<file path="src/rtl/shift_chain_driver.sv">
// shift_chain_driver: serial driver for chains of 74HC595-style shift registers.
// Frames arrive over a valid/ready port into a one-deep pending buffer and are
// shifted out on CHANNELS parallel data lines with a shared SH_CP. An ST_CP
// pulse follows the last bit. All shift timing is derived from CLK by DIV.
//
// Handshake: a frame is taken on any rising CLK edge where frame_valid and
// frame_ready are both high. frame_ready is simply "pending buffer empty" and
// does not depend on frame_valid. frame_data must be stable while
// frame_valid is high. A taken frame is never altered by the active shift.
module shift_chain_driver #(
  parameter int NBITS     = 25,
  parameter int CHANNELS  = 1,
  parameter int DIV       = 419,
  parameter int MSB_FIRST = 0
) (
  input  logic                      CLK,
  input  logic                      RST,
  input  logic [CHANNELS*NBITS-1:0] frame_data,
  input  logic                      frame_valid,
  output logic                      frame_ready,
  output logic                      SH_CP,
  output logic                      ST_CP,
  output logic [CHANNELS-1:0]       data,
  output logic                      busy,
  output logic                      frame_done,
  output logic [1:0]                dbg_state
);

  localparam int W  = CHANNELS * NBITS;
  localparam int DW = $clog2(DIV + 1);
  localparam int BW = $clog2(NBITS + 1);

  localparam logic [DW-1:0] DIV_LAST = DW'(DIV - 1);
  localparam logic [BW-1:0] BIT_LAST = BW'(NBITS - 1);

  localparam logic [1:0] S_IDLE     = 2'd0;
  localparam logic [1:0] S_SHIFT_LO = 2'd1;
  localparam logic [1:0] S_SHIFT_HI = 2'd2;
  localparam logic [1:0] S_LATCH    = 2'd3;

  logic [1:0]    state;
  logic [DW-1:0] div_cnt;
  logic [BW-1:0] bit_cnt;
  logic [W-1:0]  pending;
  logic [W-1:0]  shreg;
  logic          pending_full;
  logic          phase_end;
  logic          handshake;

  // Returns the bit for shift position k of every channel, honouring bit order.
  function automatic logic [CHANNELS-1:0] pick_bits(input logic [W-1:0] f,
                                                     input logic [BW-1:0] k);
    logic [CHANNELS-1:0] r;
    logic [W-1:0]        tmp;
    int                  pos;
    r = '0;
    for (int c = 0; c < CHANNELS; c++) begin
      pos = (MSB_FIRST != 0) ? (c * NBITS + NBITS - 1 - int'(k))
                             : (c * NBITS + int'(k));
      tmp = f >> pos;
      r   = r | (CHANNELS'(tmp[0]) << c);
    end
    return r;
  endfunction

  // Phase timing and handshake qualifiers.
  always_comb begin
    phase_end   = (div_cnt == DIV_LAST);
    handshake   = frame_valid && !pending_full;
    frame_ready = !pending_full;
    busy        = (state != S_IDLE);
    frame_done  = (state == S_LATCH) && phase_end;
    dbg_state   = state;
  end

  // Pending buffer, shift sequencer and registered chain outputs.
  always_ff @(posedge CLK) begin
    if (RST) begin
      state        <= S_IDLE;
      div_cnt      <= '0;
      bit_cnt      <= '0;
      pending      <= '0;
      shreg        <= '0;
      pending_full <= 1'b0;
      SH_CP        <= 1'b0;
      ST_CP        <= 1'b0;
      data         <= '0;
    end else begin
      if (handshake) begin
        pending      <= frame_data;
        pending_full <= 1'b1;
      end
      case (state)
        S_IDLE: begin
          // handshake and load are exclusive: one needs the flag clear, the other set
          if (pending_full) begin
            shreg        <= pending;
            pending_full <= 1'b0;
            bit_cnt      <= '0;
            div_cnt      <= '0;
            data         <= pick_bits(pending, '0);
            state        <= S_SHIFT_LO;
          end
        end
        S_SHIFT_LO: begin
          if (phase_end) begin
            div_cnt <= '0;
            SH_CP   <= 1'b1;
            state   <= S_SHIFT_HI;
          end else begin
            div_cnt <= div_cnt + 1'b1;
          end
        end
        S_SHIFT_HI: begin
          if (phase_end) begin
            div_cnt <= '0;
            SH_CP   <= 1'b0;
            if (bit_cnt == BIT_LAST) begin
              data  <= '0;
              ST_CP <= 1'b1;
              state <= S_LATCH;
            end else begin
              // next bit changes together with the SH_CP falling edge
              bit_cnt <= bit_cnt + 1'b1;
              data    <= pick_bits(shreg, bit_cnt + 1'b1);
              state   <= S_SHIFT_LO;
            end
          end else begin
            div_cnt <= div_cnt + 1'b1;
          end
        end
        S_LATCH: begin
          if (phase_end) begin
            div_cnt <= '0;
            ST_CP   <= 1'b0;
            state   <= S_IDLE;
          end else begin
            div_cnt <= div_cnt + 1'b1;
          end
        end
        default: state <= S_IDLE;
      endcase
    end
  end

endmodule

</file>
<file path="config.mk">
export PLATFORM = sky130hd
export DESIGN_NAME = shift_chain_driver
export DESIGN_NICKNAME = d
export VERILOG_FILES = /design/src/rtl/shift_chain_driver.sv
export SDC_FILE = /design/constraint.sdc
export NUM_CORES = 1
export LEC_CHECK = 0
export ABC_AREA = 0
export CELL_PAD_IN_SITES_DETAIL_PLACEMENT = 1
export CELL_PAD_IN_SITES_GLOBAL_PLACEMENT = 1
export CORE_MARGIN = 4
export CORE_UTILIZATION = 41
export DETAILED_ROUTE_END_ITERATION = 6
export PLACE_DENSITY = 0.9
export SYNTH_ARGS = -nofsm -noshare
export SYNTH_HDL_FRONTEND = slang
export SYNTH_SLANG_ARGS = --single-unit
</file>
<file path="constraint.sdc">
create_clock -name CLK -period 2.7 [get_ports CLK]
set_input_delay 0.54 -clock CLK [delete_from_list [all_inputs] [get_ports CLK]]
set_output_delay 0.54 -clock CLK [all_outputs]
set_load 0.02 [all_outputs]
</file>
==> reports/qor.yml, run 1 <==
detailed_routing:
  dr.first_iter.drc_count: 57
  wirelength_um: 8170
  vias_per_cell: 5.49
  dr_total_vias: 2827
  route.detailed.drc: 0
  wire_per_inst_um: 15.9
  first_pass_iters: 4
  ant_nets: 0
global_routing:
  grt_max_degree: 44
  antenna_found_initial: 0
  grt.total_usage_pct: 19.6
  grt_pass1_wl_um: 13800
  grt_pass1_vias: 2969
  overflow: 0
yosys:
  synth-edff-count: 0
  ys_seq_elements: 70
  synth_compound_area_share_pct: 16.6
  synth-adder-area-share_pct: 1.61
  synthMuxAreaShare_pct: 5.56
  netlist_instances: 380
  ys_warn_count: 0
  synth_cell_types: 43
  synth_area_per_cell_um2: 8.17
  synth.yosys.seq_area_share_pct: 45.1
  syn_nets: 412
  synth_flop_cell: "dfxtp_1"
  synth.cell_area_um2: 3100
  ys_async_sr_fraction_pct: 0
  synth_top_family_by_area: "simple AND/OR/NAND/NOR gates"
  synth-simple-area-share_pct: 25.6
  synth_xor_area_share_pct: 1.45
layout:
  fin_area_um2: 3780
  drive_above_1_share_pct: 9.38
  antenna_cells: 0
  n_fill_cell: 922
  syn2layout_area_growth_pct: 21.8
  nets: 443
floorplanning:
  core_um2: 7290
  fp.dieH_um: 95.0
  initial_core_util_pct: 42.6
  die_width_um: 95.0
  placementRows: 31
  dieArea_um2: 9030
  ios: 36
sta:
  rsz0062_at_grt: "false"
  whs_ps: 455
  tns_ps: 0
  timing.fmax_ghz: 0.398
  finalHoldViolCount: 0
  slew_viol_final: 0
  slew_headroom_pct: 44.0
  worstMarginPinSlew_ps: 839
  skew_ps: 11.6
  fin_crit_ps: 2520
  setup_viol: 0
  period_share_pct: 93.2
placed_design:
  port_buffers: 35
  dpl.hpwl_um: 5570
  placed_cell_area_um2: 3530
  place.gp.congestion: 0.816
hold_path:
  hp-class: "register to register"
worst_setup_path:
  cp-start-kind: "register"
  crit_path_end_kind: "output pin"
  critical_path.max_fanout: 5
  required_ps: 2160
  reg2reg_setup_slack_ps: 460
  crit_type: "register to output pin"
  arrival_ps: 1980
clocking:
  hold_buffers: 0
  numCtsBuffers: 9
  htreeDepth: 3
  cts_tree: "done"
  clockBufferDepth: 2
  cts_sinks: 70
  worst_skew_pair.late_latency_ps: 350
  root_buffer: "clkbuf_8"
  path_clk_slew_ps: 80
power_and_ir_drop:
  p_total_mw: 2.37
  peakVddDrop_uv: 329
  power_density_nw_per_um2: 628
  leakagePower_nw: 1.34
run_status:
  status: "completed"
flow_run:
  maxCapViolations: 0
==> logic make-up (layout without fill, tap and decap cells) <==
kind of cell,count (synthesis),after routing
mux,12,12
buf+inv,29,65
flops,70,70
compound gates,89,89
fa+ha+maj,4,4
xor+xnor,3,3
simple gates,173,173
==> synthesized netlist by cell type (2+ instances only) <==
library cell | n | area [µm²]
a311oi_1 | 2 | 17.5
buf_2 | 6 | 30.0
xor2_1 | 2 | 17.5
mux2_2 | 2 | 22.5
ha_1 | 4 | 50.1
dfxtp_1 | 70 | 1400
mux4_2 | 4 | 90.1
and3_1 | 2 | 12.5
nand2b_1 | 2 | 12.5
nand4_1 | 3 | 18.8
a31o_1 | 2 | 17.5
nand3b_1 | 3 | 22.5
a41oi_1 | 2 | 17.5
nand2_1 | 107 | 402
mux2i_1 | 6 | 60.1
nor3_1 | 6 | 30.0
a21oi_1 | 64 | 320
nor3b_1 | 6 | 45.0
nor4_1 | 2 | 12.5
o21ai_0 | 9 | 45.0
or3_1 | 2 | 12.5
nor2_1 | 24 | 90.1
clkbuf_1 | 16 | 60.1
nand4b_1 | 2 | 17.5
o21ai_1 | 2 | 10.0
inv_1 | 6 | 22.5
nor2b_1 | 6 | 37.5
nand3_1 | 3 | 15.0
==> placed cells by master, fill, tap and decap left out, drive strengths merged, types with 3 or more instances in the layout <==
cell / count
nand4: 3
nand2: 107
mux2i: 6
nor3: 6
nor2b: 6
nand3b: 3
a41oi: 3
nand3: 4
buf: 9
o21ai: 11
ha: 4
mux4: 4
clkdlybuf4s50: 33
bufinv: 3
inv: 6
a21oi: 64
nor2: 24
nor3b: 7
dfxtp: 70
clkbuf: 11
==> registers in the layout, summed over array words and instances, names as in the netlist <==
name and flops:
ST_CP 1, SH_CP 1, pending 25, div_cnt 9
pending_full 1, dbg_state 2, data 1, shreg 25
bit_cnt 5
==> timing repair <==
item,in CTS,in global routing
resized for setup,1,0
endpoints found under the setup margin,1,0
buffers inserted,1,0
==> final timing paths <==
kind         startpoint          to  cells after the start
max reg2reg  bit_cnt[1]        data                      7
min          pending[6]    shreg[6]                      2
min reg2reg  pending[6]    shreg[6]                      2
max          div_cnt[0]  frame_done                      6
==> report_power, final <==
part | switching, mW | internal [mW] | total [mW]
Combinational | 0.137 | 0.0962 | 0.233
Clock | 0.401 | 0.641 | 1.04
Sequential | 0.0293 | 1.07 | 1.10
Total | 0.567 | 1.81 | 2.37
==> cell type report <==
type	count	area, µm²	share of cell area [%]
sequential	70	1400	37.1
clock inverter	5	106	2.81
clock buffer	11	141	3.74
tap	99	124	3.28
inverter	6	22.5	0.596
multi-input combinational	281	1580	41.8
timing repair buffer	43	404	10.7
==> routing by layer <==
layer	up-vias	GRT usage, %	wire length, µm
li1	1367	-	-
met1	1386	21.8	3390
met2	56	35.8	4260
met3	18	4.18	282
met4	0	8.53	233
met5	-	0	0
==> per-stage QoR <==
stage	utilization (%)	std cells	worst slack, ps
after global placement	48.4	498	236
after detailed placement	48.4	498	120
after global routing	51.9	515	75.2
after floorplan	-	380	563
after CTS	51.9	515	185
final	51.9	515	185
==> worst max-delay path: stages, from the launching register on <==
cell           delay (ps)
dfxtp_1               350
inv_1                  70
ha_1                  150
nor4b_4               230
and2_1                260
and3_1                220
dlygate4sd2_1         350
No activity file was read; power rests on OpenSTA's default activity.
==> run 2: changes to the inputs <==
--- a/config.mk
+++ b/config.mk
@@ -6,7 +6,7 @@
 export NUM_CORES = 1
 export LEC_CHECK = 0
 export ABC_AREA = 0
-export CELL_PAD_IN_SITES_DETAIL_PLACEMENT = 1
+export CELL_PAD_IN_SITES_DETAIL_PLACEMENT = 0
 export CELL_PAD_IN_SITES_GLOBAL_PLACEMENT = 1
 export CORE_MARGIN = 4
 export CORE_UTILIZATION = 41
==> run 2 against run 1 <==
  * Die area is the same
  * Clock skew shrank 5.1 ps
  * Non-clock buffer count is the same
  * Largest power group unchanged
  * Critical path type unchanged
  * Hold slack is essentially flat
  * Setup slack gained 68 ps
  * Core utilization is essentially flat
  * Design area is essentially flat
  * Routed wire length shrank 20%
  * Largest cell class unchanged
  * Combinational power shrank 6%
  * Global-route usage shrank 3.7 points
  * Sequential power is essentially flat
==> reports/qor.yml, run 2 (synthesized netlist as in run 1, its figures left out) <==
run_status:
  status: "completed"
placed_design:
  placed_cell_area_um2: 3530
  dp_cells: 498
  place.gp.congestion: 0.816
  dpl.hpwl_um: 4420
  port_buffers: 35
sta:
  fin_crit_ps: 2450
  finalHoldViolCount: 0
  whs_ps: 456
  timing.fmax_ghz: 0.409
  tns_ps: 0
  worstMarginPinSlew_ps: 790
  rsz0062_at_grt: "false"
  period_share_pct: 90.6
  slew_viol_final: 0
  slew_headroom_pct: 47.4
  skew_ps: 6.51
  setup_viol: 0
layout:
  syn2layout_area_growth_pct: 21.8
  final_cells: 515
  final_cell_mix: "nand2_1 (107), dfxtp_1 (70), a21oi_1 (64)"
  reg_top3: "pending (25), shreg (25), div_cnt (9)"
  nets: 443
  final_common_cell: "nand2_1"
  fin_area_um2: 3780
  drive_above_1_share_pct: 9.62
  antenna_cells: 0
global_routing:
  grt_max_degree: 44
  grt_pass1_wl_um: 11500
  antenna_found_initial: 0
  grt.total_usage_pct: 15.9
  overflow: 0
  grt_pass1_vias: 2598
worst_setup_path:
  required_ps: 2160
  worstPathBufferInverterCount: 2
  worstPathCellList: "inv_1 > ha_1 > nor4b_4 > and2_1 > and3_1 > dlygate4sd2_1"
  reg2reg_depth: 7
  critical_path.max_fanout: 5
  critical_path.top_delay_family: "simple AND/OR/NAND/NOR gates"
  crit_path_end_kind: "output pin"
  slowest_stage: "dfxtp_1"
  reg2reg_setup_slack_ps: 500
  cp-start-kind: "register"
  timing.rr.end: "data"
  cp-startpoint: "div_cnt[0]"
  arrival_ps: 1910
  crit_type: "register to output pin"
  crit_path_max_incr_delay_ps: 350
  r2r-start: "bit_cnt[0]"
clocking:
  clockBufferDepth: 2
  numCtsBuffers: 9
  cts_tree: "done"
  htreeDepth: 3
  worst_skew_pair.late_latency_ps: 340
  cts_sinks: 70
  path_clk_slew_ps: 70
  hold_buffers: 0
  root_buffer: "clkbuf_8"
hold_path:
  worstHoldStart: "pending[2]"
  hold_depth: 2
  hold_end: "shreg[2]"
  hp-class: "register to register"
detailed_routing:
  ant_nets: 0
  route.detailed.drc: 0
  dr_total_vias: 2628
  first_pass_iters: 4
  vias_per_cell: 5.10
  wire_per_inst_um: 12.6
  wirelength_um: 6500
  dr.first_iter.drc_count: 95
floorplanning:
  dieArea_um2: 9030
  fp.dieH_um: 95.0
  die_width_um: 95.0
  placementRows: 31
  ios: 36
  core_um2: 7290
  initial_core_util_pct: 42.6
power_and_ir_drop:
  peakVddDrop_uv: 285
  leakagePower_nw: 1.35
  power_density_nw_per_um2: 619
  p_total_mw: 2.34
flow_run:
  maxCapViolations: 0
## run 2: cell types whose count changed in the layout (fill, tap and decap cells not counted), sizes merged
cell	before	now
clkinv	1	3
clkbuf	11	10
clkinvlp	1	0
## run 2: worst max-delay path by stage
| stage | end | slack [ps] | depth (start not counted) |
|---|---|---|---|
| CTS | frame_done | 230 | 6 |
| detailed placement | frame_done | 160 | 6 |
| floorplan | data | 560 | 9 |
| global placement | frame_done | 240 | 6 |
| global route | frame_done | 120 | 6 |
| finish | frame_done | 250 | 6 |
## run 2: metal layers
metal	routed length, µm	part of all wire (%)	global-route usage [%]	up-vias
met5	0	0	0	-
li1	-	-	-	1367
met1	3070	47	19.6	1214
met2	3090	48	26.7	35
met3	198	3.0	2.76	12
met4	139	2.1	7.93	0
## run 2: where the power goes
| group | leakage (nW) | total (mW) | internal [mW] | switching, mW |
|---|---|---|---|---|
| clock | 0.126 | 1.02 | 0.637 | 0.386 |
| sequential | 0.569 | 1.10 | 1.07 | 0.0270 |
| combinational | 0.650 | 0.220 | 0.0959 | 0.124 |
## run 2: cell type report
type | count | area (µm²)
fillers | 763 | 3510
multi-input cells | 281 | 1580
flip-flops and latches | 70 | 1400
well taps | 99 | 124
inverters | 6 | 22.5
clock inverters | 6 | 109
clock buffers | 10 | 138
repair buffers | 43 | 404
## run 2: repair_timing
action,CTS,global route
setup endpoints to repair,1,0
resized for setup,1,0
buffers inserted,1,0
## run 2: per-stage QoR
step / setup WS [ps] / util [%]
after detailed placement: 159 / 48.4
after floorplan: 563 / -
after global placement: 236 / 48.4
after CTS: 226 / 51.8
after global routing: 116 / 51.8
final: 253 / 51.8
## run 2: worst min-delay path: cells and delay by family, from the launching register on
kind,cells,cell delay (ps)
AO/OA/AOI/OAI,1,50
flip-flops,1,310
AND/OR/NAND/NOR,1,50
